[src/rtl/i2c_pkg.sv]
// Shared types and constants for the I2C target register bridge.
// Optional build macro I2C_TARGET_AUTOINC_EN (see i2c_target_regs.sv).
package i2c_pkg;

    // Protocol phase of the target; exported on a debug port by the top.
    typedef enum logic [2:0] {
        ST_IDLE      = 3'd0,
        ST_DEV_ADDR  = 3'd1,
        ST_ADDR_ACK  = 3'd2,
        ST_REG_ADDR  = 3'd3,
        ST_WRITE     = 3'd4,
        ST_WRITE_ACK = 3'd5,
        ST_READ      = 3'd6,
        ST_READ_ACK  = 3'd7
    } i2c_state_e;

    // Bus level of the acknowledge bit.
    localparam logic I2C_ACK  = 1'b0;
    localparam logic I2C_NACK = 1'b1;

    // Position of the R/W flag inside the device address byte (1 = read).
    localparam int RW_BIT = 0;

endpackage

[src/rtl/i2c_line_sync.sv]
// Two-flop synchronizers for SCL/SDA plus edge and bus-condition detection.
// All pulses are combinational from the synchronized and one-cycle-old values,
// so an action registered on them lands 3 clk after the pad edge.
module i2c_line_sync (
    input  logic clk,
    input  logic rst_n,
    input  logic scl_i,
    input  logic sda_i,
    output logic sda_o,
    output logic scl_rise_o,
    output logic scl_fall_o,
    output logic start_det_o,
    output logic stop_det_o
);

    logic [1:0] scl_sync_q;
    logic [1:0] sda_sync_q;
    logic       scl_prev_q;
    logic       sda_prev_q;

    // Synchronizer chains and previous-value flops; idle bus level is high.
    always_ff @(posedge clk) begin
        if (!rst_n) begin
            scl_sync_q <= 2'b11;
            sda_sync_q <= 2'b11;
            scl_prev_q <= 1'b1;
            sda_prev_q <= 1'b1;
        end else begin
            scl_sync_q <= {scl_sync_q[0], scl_i};
            sda_sync_q <= {sda_sync_q[0], sda_i};
            scl_prev_q <= scl_sync_q[1];
            sda_prev_q <= sda_sync_q[1];
        end
    end

    assign sda_o       = sda_sync_q[1];
    assign scl_rise_o  = scl_sync_q[1] & ~scl_prev_q;
    assign scl_fall_o  = ~scl_sync_q[1] & scl_prev_q;
    // SDA may only change with SCL high at a START (falling) or STOP (rising).
    assign start_det_o = scl_sync_q[1] & scl_prev_q & ~sda_sync_q[1] & sda_prev_q;
    assign stop_det_o  = scl_sync_q[1] & scl_prev_q & sda_sync_q[1] & ~sda_prev_q;

endmodule

[src/rtl/i2c_target_regs.sv]
// I2C target bridging the bus to a small byte-addressed register bank.
// Build option: define I2C_TARGET_AUTOINC_EN to advance the register pointer
// after every written byte and every read-byte load (burst access).
// Write port contract: wr_en_o is a one-cycle strobe with no back-pressure;
// wr_idx_o/wr_data_o are valid in the same cycle and hold afterwards.
module i2c_target_regs
    import i2c_pkg::*;
#(
    parameter logic [6:0] DEV_ADDR = 7'h3F,
    parameter logic [7:0] REG_BASE = 8'h40,
    parameter int         NUM_REGS = 3,
    parameter int         DATA_W   = 6,
    localparam int        IDX_W    = (NUM_REGS > 1) ? $clog2(NUM_REGS) : 1
) (
    input  logic              clk,
    input  logic              rst_n,
    input  logic              ena_i,
    input  logic              scl_i,
    input  logic              sda_i,
    output logic              sda_oe_o,
    output logic              wr_en_o,
    output logic [IDX_W-1:0]  wr_idx_o,
    output logic [DATA_W-1:0] wr_data_o,
    output logic [IDX_W-1:0]  rd_idx_o,
    input  logic [DATA_W-1:0] rd_data_i,
    output logic              busy_o,
    output i2c_state_e        state_o
);

`ifdef I2C_TARGET_AUTOINC_EN
    localparam bit AUTOINC = 1'b1;
`else
    localparam bit AUTOINC = 1'b0;
`endif

    logic sda_s, scl_rise, scl_fall, start_det, stop_det;

    i2c_line_sync u_sync (
        .clk         (clk),
        .rst_n       (rst_n),
        .scl_i       (scl_i),
        .sda_i       (sda_i),
        .sda_o       (sda_s),
        .scl_rise_o  (scl_rise),
        .scl_fall_o  (scl_fall),
        .start_det_o (start_det),
        .stop_det_o  (stop_det)
    );

    i2c_state_e        state_q, state_d;
    logic [2:0]        bit_cnt_q, bit_cnt_d;
    logic [7:0]        shift_q, shift_d;
    logic [IDX_W-1:0]  ptr_q, ptr_d;
    logic              rw_q, rw_d;
    logic              first_wr_q, first_wr_d;
    logic              sda_oe_q, sda_oe_d;
    logic              wr_en_q, wr_en_d;
    logic [IDX_W-1:0]  wr_idx_q, wr_idx_d;
    logic [DATA_W-1:0] wr_data_q, wr_data_d;
    logic              busy_q, busy_d;

    // Byte as it stands including the bit being sampled now.
    logic [7:0]       byte_in;
    logic [8:0]       reg_off;
    logic             in_range;
    logic [7:0]       rd_byte;
    logic [IDX_W-1:0] ptr_inc;
    logic             wr_ok;

    assign byte_in  = {shift_q[6:0], sda_s};
    assign reg_off  = {1'b0, byte_in} - {1'b0, REG_BASE};
    assign in_range = ~reg_off[8] && (reg_off < 9'(NUM_REGS));
    assign rd_byte  = 8'(rd_data_i);
    assign ptr_inc  = (ptr_q == IDX_W'(NUM_REGS - 1)) ? '0 : ptr_q + IDX_W'(1);
    // Without auto-increment only the first data byte after REG_ADDR is taken.
    assign wr_ok    = AUTOINC || first_wr_q;

    // State and datapath registers; ena low aborts exactly like reset.
    always_ff @(posedge clk) begin
        if (!rst_n || !ena_i) begin
            state_q    <= ST_IDLE;
            bit_cnt_q  <= '0;
            shift_q    <= '0;
            ptr_q      <= '0;
            rw_q       <= 1'b0;
            first_wr_q <= 1'b0;
            sda_oe_q   <= 1'b0;
            wr_en_q    <= 1'b0;
            wr_idx_q   <= '0;
            wr_data_q  <= '0;
            busy_q     <= 1'b0;
        end else begin
            state_q    <= state_d;
            bit_cnt_q  <= bit_cnt_d;
            shift_q    <= shift_d;
            ptr_q      <= ptr_d;
            rw_q       <= rw_d;
            first_wr_q <= first_wr_d;
            sda_oe_q   <= sda_oe_d;
            wr_en_q    <= wr_en_d;
            wr_idx_q   <= wr_idx_d;
            wr_data_q  <= wr_data_d;
            busy_q     <= busy_d;
        end
    end

    // Next-state logic: bus conditions first, then per-state SCL edge handling.
    // ACK phases use sda_oe_q as the sub-phase: first SCL fall drives, second ends.
    always_comb begin
        state_d    = state_q;
        bit_cnt_d  = bit_cnt_q;
        shift_d    = shift_q;
        ptr_d      = ptr_q;
        rw_d       = rw_q;
        first_wr_d = first_wr_q;
        sda_oe_d   = sda_oe_q;
        wr_en_d    = 1'b0;
        wr_idx_d   = wr_idx_q;
        wr_data_d  = wr_data_q;
        busy_d     = busy_q;

        if (start_det) begin
            state_d   = ST_DEV_ADDR;
            bit_cnt_d = '0;
            sda_oe_d  = 1'b0;
            busy_d    = 1'b1;
        end else if (stop_det) begin
            state_d  = ST_IDLE;
            sda_oe_d = 1'b0;
            busy_d   = 1'b0;
        end else begin
            case (state_q)
                ST_IDLE: begin
                    sda_oe_d = 1'b0;
                end
                ST_DEV_ADDR: begin
                    if (scl_rise) begin
                        shift_d   = byte_in;
                        bit_cnt_d = bit_cnt_q + 3'd1;
                        if (bit_cnt_q == 3'd7) begin
                            if (byte_in[7:1] == DEV_ADDR) begin
                                state_d = ST_ADDR_ACK;
                                rw_d    = byte_in[RW_BIT];
                            end else begin
                                state_d = ST_IDLE;
                            end
                        end
                    end
                end
                ST_ADDR_ACK: begin
                    if (scl_fall) begin
                        if (!sda_oe_q) begin
                            sda_oe_d = ~I2C_ACK;
                        end else if (rw_q) begin
                            shift_d   = rd_byte;
                            sda_oe_d  = ~rd_byte[7];
                            bit_cnt_d = '0;
                            ptr_d     = AUTOINC ? ptr_inc : ptr_q;
                            state_d   = ST_READ;
                        end else begin
                            sda_oe_d  = 1'b0;
                            bit_cnt_d = '0;
                            state_d   = ST_REG_ADDR;
                        end
                    end
                end
                ST_REG_ADDR: begin
                    if (scl_rise) begin
                        shift_d   = byte_in;
                        bit_cnt_d = bit_cnt_q + 3'd1;
                        if (bit_cnt_q == 3'd7) begin
                            if (in_range) begin
                                ptr_d      = reg_off[IDX_W-1:0];
                                first_wr_d = 1'b1;
                                state_d    = ST_WRITE_ACK;
                            end else begin
                                state_d = ST_IDLE;
                            end
                        end
                    end
                end
                ST_WRITE: begin
                    if (scl_rise) begin
                        shift_d   = byte_in;
                        bit_cnt_d = bit_cnt_q + 3'd1;
                        if (bit_cnt_q == 3'd7) begin
                            if (wr_ok) begin
                                wr_en_d    = 1'b1;
                                wr_idx_d   = ptr_q;
                                wr_data_d  = byte_in[DATA_W-1:0];
                                ptr_d      = AUTOINC ? ptr_inc : ptr_q;
                                first_wr_d = 1'b0;
                                state_d    = ST_WRITE_ACK;
                            end else begin
                                state_d = ST_IDLE;
                            end
                        end
                    end
                end
                ST_WRITE_ACK: begin
                    if (scl_fall) begin
                        if (!sda_oe_q) begin
                            sda_oe_d = ~I2C_ACK;
                        end else begin
                            sda_oe_d  = 1'b0;
                            bit_cnt_d = '0;
                            state_d   = ST_WRITE;
                        end
                    end
                end
                ST_READ: begin
                    // Each SCL fall presents the next bit; the 8th fall releases SDA.
                    if (scl_fall) begin
                        if (bit_cnt_q == 3'd7) begin
                            sda_oe_d  = 1'b0;
                            bit_cnt_d = '0;
                            state_d   = ST_READ_ACK;
                        end else begin
                            shift_d   = shift_q << 1;
                            sda_oe_d  = ~shift_q[6];
                            bit_cnt_d = bit_cnt_q + 3'd1;
                        end
                    end
                end
                ST_READ_ACK: begin
                    if (scl_rise && (sda_s == I2C_NACK)) begin
                        state_d = ST_IDLE;
                    end else if (scl_fall) begin
                        shift_d   = rd_byte;
                        sda_oe_d  = ~rd_byte[7];
                        bit_cnt_d = '0;
                        ptr_d     = AUTOINC ? ptr_inc : ptr_q;
                        state_d   = ST_READ;
                    end
                end
                default: begin
                    state_d  = ST_IDLE;
                    sda_oe_d = 1'b0;
                end
            endcase
        end
    end

    assign sda_oe_o  = sda_oe_q;
    assign wr_en_o   = wr_en_q;
    assign wr_idx_o  = wr_idx_q;
    assign wr_data_o = wr_data_q;
    assign rd_idx_o  = ptr_q;
    assign busy_o    = busy_q;
    assign state_o   = state_q;

endmodule

[config.mk]
export PLATFORM = sky130hd
export DESIGN_NAME = i2c_target_regs
export DESIGN_NICKNAME = d
export VERILOG_FILES = /design/src/rtl/i2c_pkg.sv /design/src/rtl/i2c_line_sync.sv /design/src/rtl/i2c_target_regs.sv
export SDC_FILE = /design/constraint.sdc
export NUM_CORES = 1
export LEC_CHECK = 0
export BUFFER_PORTS_ARGS = -buffer_cell sky130_fd_sc_hd__buf_2
export CAP_MARGIN = 20
export CORE_UTILIZATION = 40
export DETAILED_ROUTE_END_ITERATION = 10
export PLACE_DENSITY = 0.7
export SETUP_SLACK_MARGIN = 0.05
export SYNTH_ARGS = -nofsm -noshare
export SYNTH_HDL_FRONTEND = slang
export SYNTH_SLANG_ARGS = --single-unit
export TNS_END_PERCENT = 30
[constraint.sdc]
create_clock -name clk -period 3.3 [get_ports clk]
set_input_delay 0.33 -clock clk [delete_from_list [all_inputs] [get_ports clk]]
set_output_delay 0.33 -clock clk [all_outputs]
set_load 0.05 [all_outputs]
==> run metrics <==
outcome complete, no violations; compound-cell area share of the yosys netlist 0.171; maximum VDD drop ~0.00029 V; #FFs+latches synth 34; H-tree depth 2; DP Wirelength between 2000 and 3000 um; final hold vios 0; first-pass GRT wire length between 6000 and 7000 um; Clk Latency, worst-skew pair approximately 280 ps; clk_skew approximately 4.6 ps; core box area approximately 4100 um2; Tot Pwr 767 uW; final slew viol count 0; Final Net Count 238; Sum Neg Setup Slack 0 ps; Placer Congestion around 0.95; crit-path cells inv_1 -> ha_1 -> or4b_4 -> a2111oi_4 -> a311o_2 -> o211ai_1 -> mux2_2 -> a21oi_2; Iteration-0 DRC Markers between 70 and 80; Overall Global Routing Usage 0.183; Layout Cells excl Fill about 280; Mapped Area approximately 1700 um2; grt ovf 0; Seq/Total Area, Yosys 0.395; slowest stage delay, CP around 460 ps; layout cell share with drive strength beyond 1 0.187; power per cell area approximately 400 nW/um2; post-synth top area cell dfxtp_1; clk root buf clkbuf_8; area share of fa/ha/maj cells after synthesis 0.0218; clock share of power 0.402; GRT busiest layer met1; total setup buffers inserted after CTS 0; Avg Cell Area, Syn 8.53 um2; Post-Synth Simple-Gate Area 0.248; hold crit path type input port to flip-flop; mux contribution to synthesized area 0.117; total clock sinks 34; MaxCap Viol Count 0; DRT Pass-1 Iters 4; Die Height 67.6 um; GR met3 Demand/Resource 0.0456; slowest CP cell or4b_4; FP Rows 23; Post-Synth XOR/XNOR Area 0.00508; RSZ-0062 raised after global routing no; met2 usage 0.259; Clock Path Buffers 2; Post-CTS Hold Buffers 0; Final Setup Violations 0; post-synth cell types approximately 40; Synth Instances 202; Worst Path Max Fanout 4; Sequential Power Share 0.548; commonest non-fill, non-tap cell in the layout dfxtp_1; combinational power share 0.050; Port Buf Inserts 26; final hold slack ~230 ps; endpoint class of the critical path flip-flop; Startpoint Class flip-flop; Die Wd 67.6 um; detailed-route via count between 1000 and 1500; Yosys top cell area share 0.395; Leak about 0.0008 uW; f_max around 440 MHz; GR Layer Usage met1 0.265; CTS tree done; Post-CTS Resized 0; initial antenna violation count 0; DRC viols 0; TritonCTS Buffers 5; top post-synthesis cells by area dfxtp_1, mux2i_1, nor2_1; Crit path required time ~3500 ps; n_diodes 0; EDFF count, synth 0; most frequent cells in the layout dfxtp_1, nor2_1, buf_2; largest family of logic cells by synthesized area simple AND/OR/NAND/NOR gates; DR WL/cell 13.8 um; area delta synth->final 13.7%; Slew @ Worst Pin between 700 and 800 ps; number of vias per cell approximately 5.4; Worst-path clk slew approximately 60 ps; YS warnings 0; final wirelength 3800 um; Routed Antenna Nets 0; vias in the first global route 1261; fin worst setup slack 1020 ps; Post-synth top flop dfxtp_1; largest net degree at the start of global routing 22; switching power about 170 uW; asr flop ratio synth 0; Crit Path Class flip-flop to flip-flop; Ports 27; Final period util 0.692; syn nets between 200 and 250; die area 4570 um2; Placed Cells incl. Taps 267; Pint roughly 600 uW; Rel. slew slack 0.476; Initial Util 0.425; Place WS slightly above 1000 ps; Switching Share 0.221; Crit path arrival time 2490 ps; Tmin final 2280 ps
==> power by group through the flow <==
stage | clock (uW) | sequential [uW] | combinational [uW]
6_report | 309 | 420 | 38.4
2_1_floorplan | 0 | 429 | 24.6
3_5_place_dp | 0 | 429 | 38.5
4_1_cts | 318 | 420 | 38.6
3_3_place_gp | 0 | 429 | 38.1
5_1_grt | 334 | 421 | 42.0
==> critical path: cells and delay by family (launching register included) <==
family,cells,cell delay [ps]
AOI/OAI and AO/OA,4,770
adders and majority gates,1,270
DFF,1,340
buffers and inverters,1,70
muxes,1,290
and+or+nand+nor,1,460
==> through the flow <==
stage                     utilization  area, um2
final                           0.483       1960
after global routing            0.483       1960
after CTS                       0.483       1960
after detailed placement        0.460       1870
after global placement          0.460       1870
after floorplan                     -       1720
==> kinds of logic after synthesis <==
group	Yosys count
AND/OR/NAND/NOR	85
multiplexers	20
XOR/XNOR	1
flip-flops	34
adder cells (fa/ha/maj)	3
buffers and inverters	18
AO/OA/AOI/OAI	41
==> final timing paths <==
kind | endpoint | startpoint | depth (start not counted) | slack [ps]
max | state_o[0]$_SDFFE_PP0P_ | shift_q[5]$_SDFFE_PP0P_ | 8 | 1020
min | u_sync.sda_sync_q[0]$_SDFF_PN1_ | sda_i | 2 | 230
max reg2reg | state_o[0]$_SDFFE_PP0P_ | shift_q[5]$_SDFFE_PP0P_ | 8 | 1020
min reg2reg | u_sync.scl_sync_q[1]$_SDFF_PN1_ | u_sync.scl_sync_q[0]$_SDFF_PN1_ | 1 | 410
==> registers in the layout, indices dropped and copies added (netlist names), 2 cells and up <==
| register | flops |
|---|---|
| shift_q | 7 |
| wr_data_o | 6 |
| bit_cnt_q | 3 |
| state_o | 3 |
| rd_idx_o | 2 |
| u_sync.scl_sync_q | 2 |
| u_sync.sda_sync_q | 2 |
| wr_idx_o | 2 |
==> metal layers <==
layer  up-vias  part of all wire  wire length (um)
li1        761                 -                 -
met1       668              0.47              1800
met2        44              0.46              1740
met3         4             0.058               221
met4         0            0.0082                31
met5         -                 0                 0
==> area by class of cell <==
cell class,count,area (um2)
fillers,398,2100
multi-input cells,150,968
flip-flops and latches,34,681
repair buffers,26,130
clock buffers,7,86.3
well taps,50,62.6
inverters,7,26.3
clock inverters,1,5.00
==> Yosys cell counts, drive strengths merged, types with 2 or more instances <==
| cell type | number |
|---|---|
| a211oi | 7 |
| o211ai | 4 |
| nand2 | 16 |
| nand3 | 6 |
| o21ai | 8 |
| nor2 | 32 |
| nor2b | 2 |
| nand4 | 3 |
| dfxtp | 34 |
| or3b | 3 |
| inv | 7 |
| and2 | 3 |
| buf | 5 |
| mux2i | 19 |
| nand4b | 2 |
| a21oi | 11 |
| nand2b | 9 |
| clkbuf | 6 |
| ha | 3 |
| nor3 | 3 |
(Power assumes the default switching activity.)
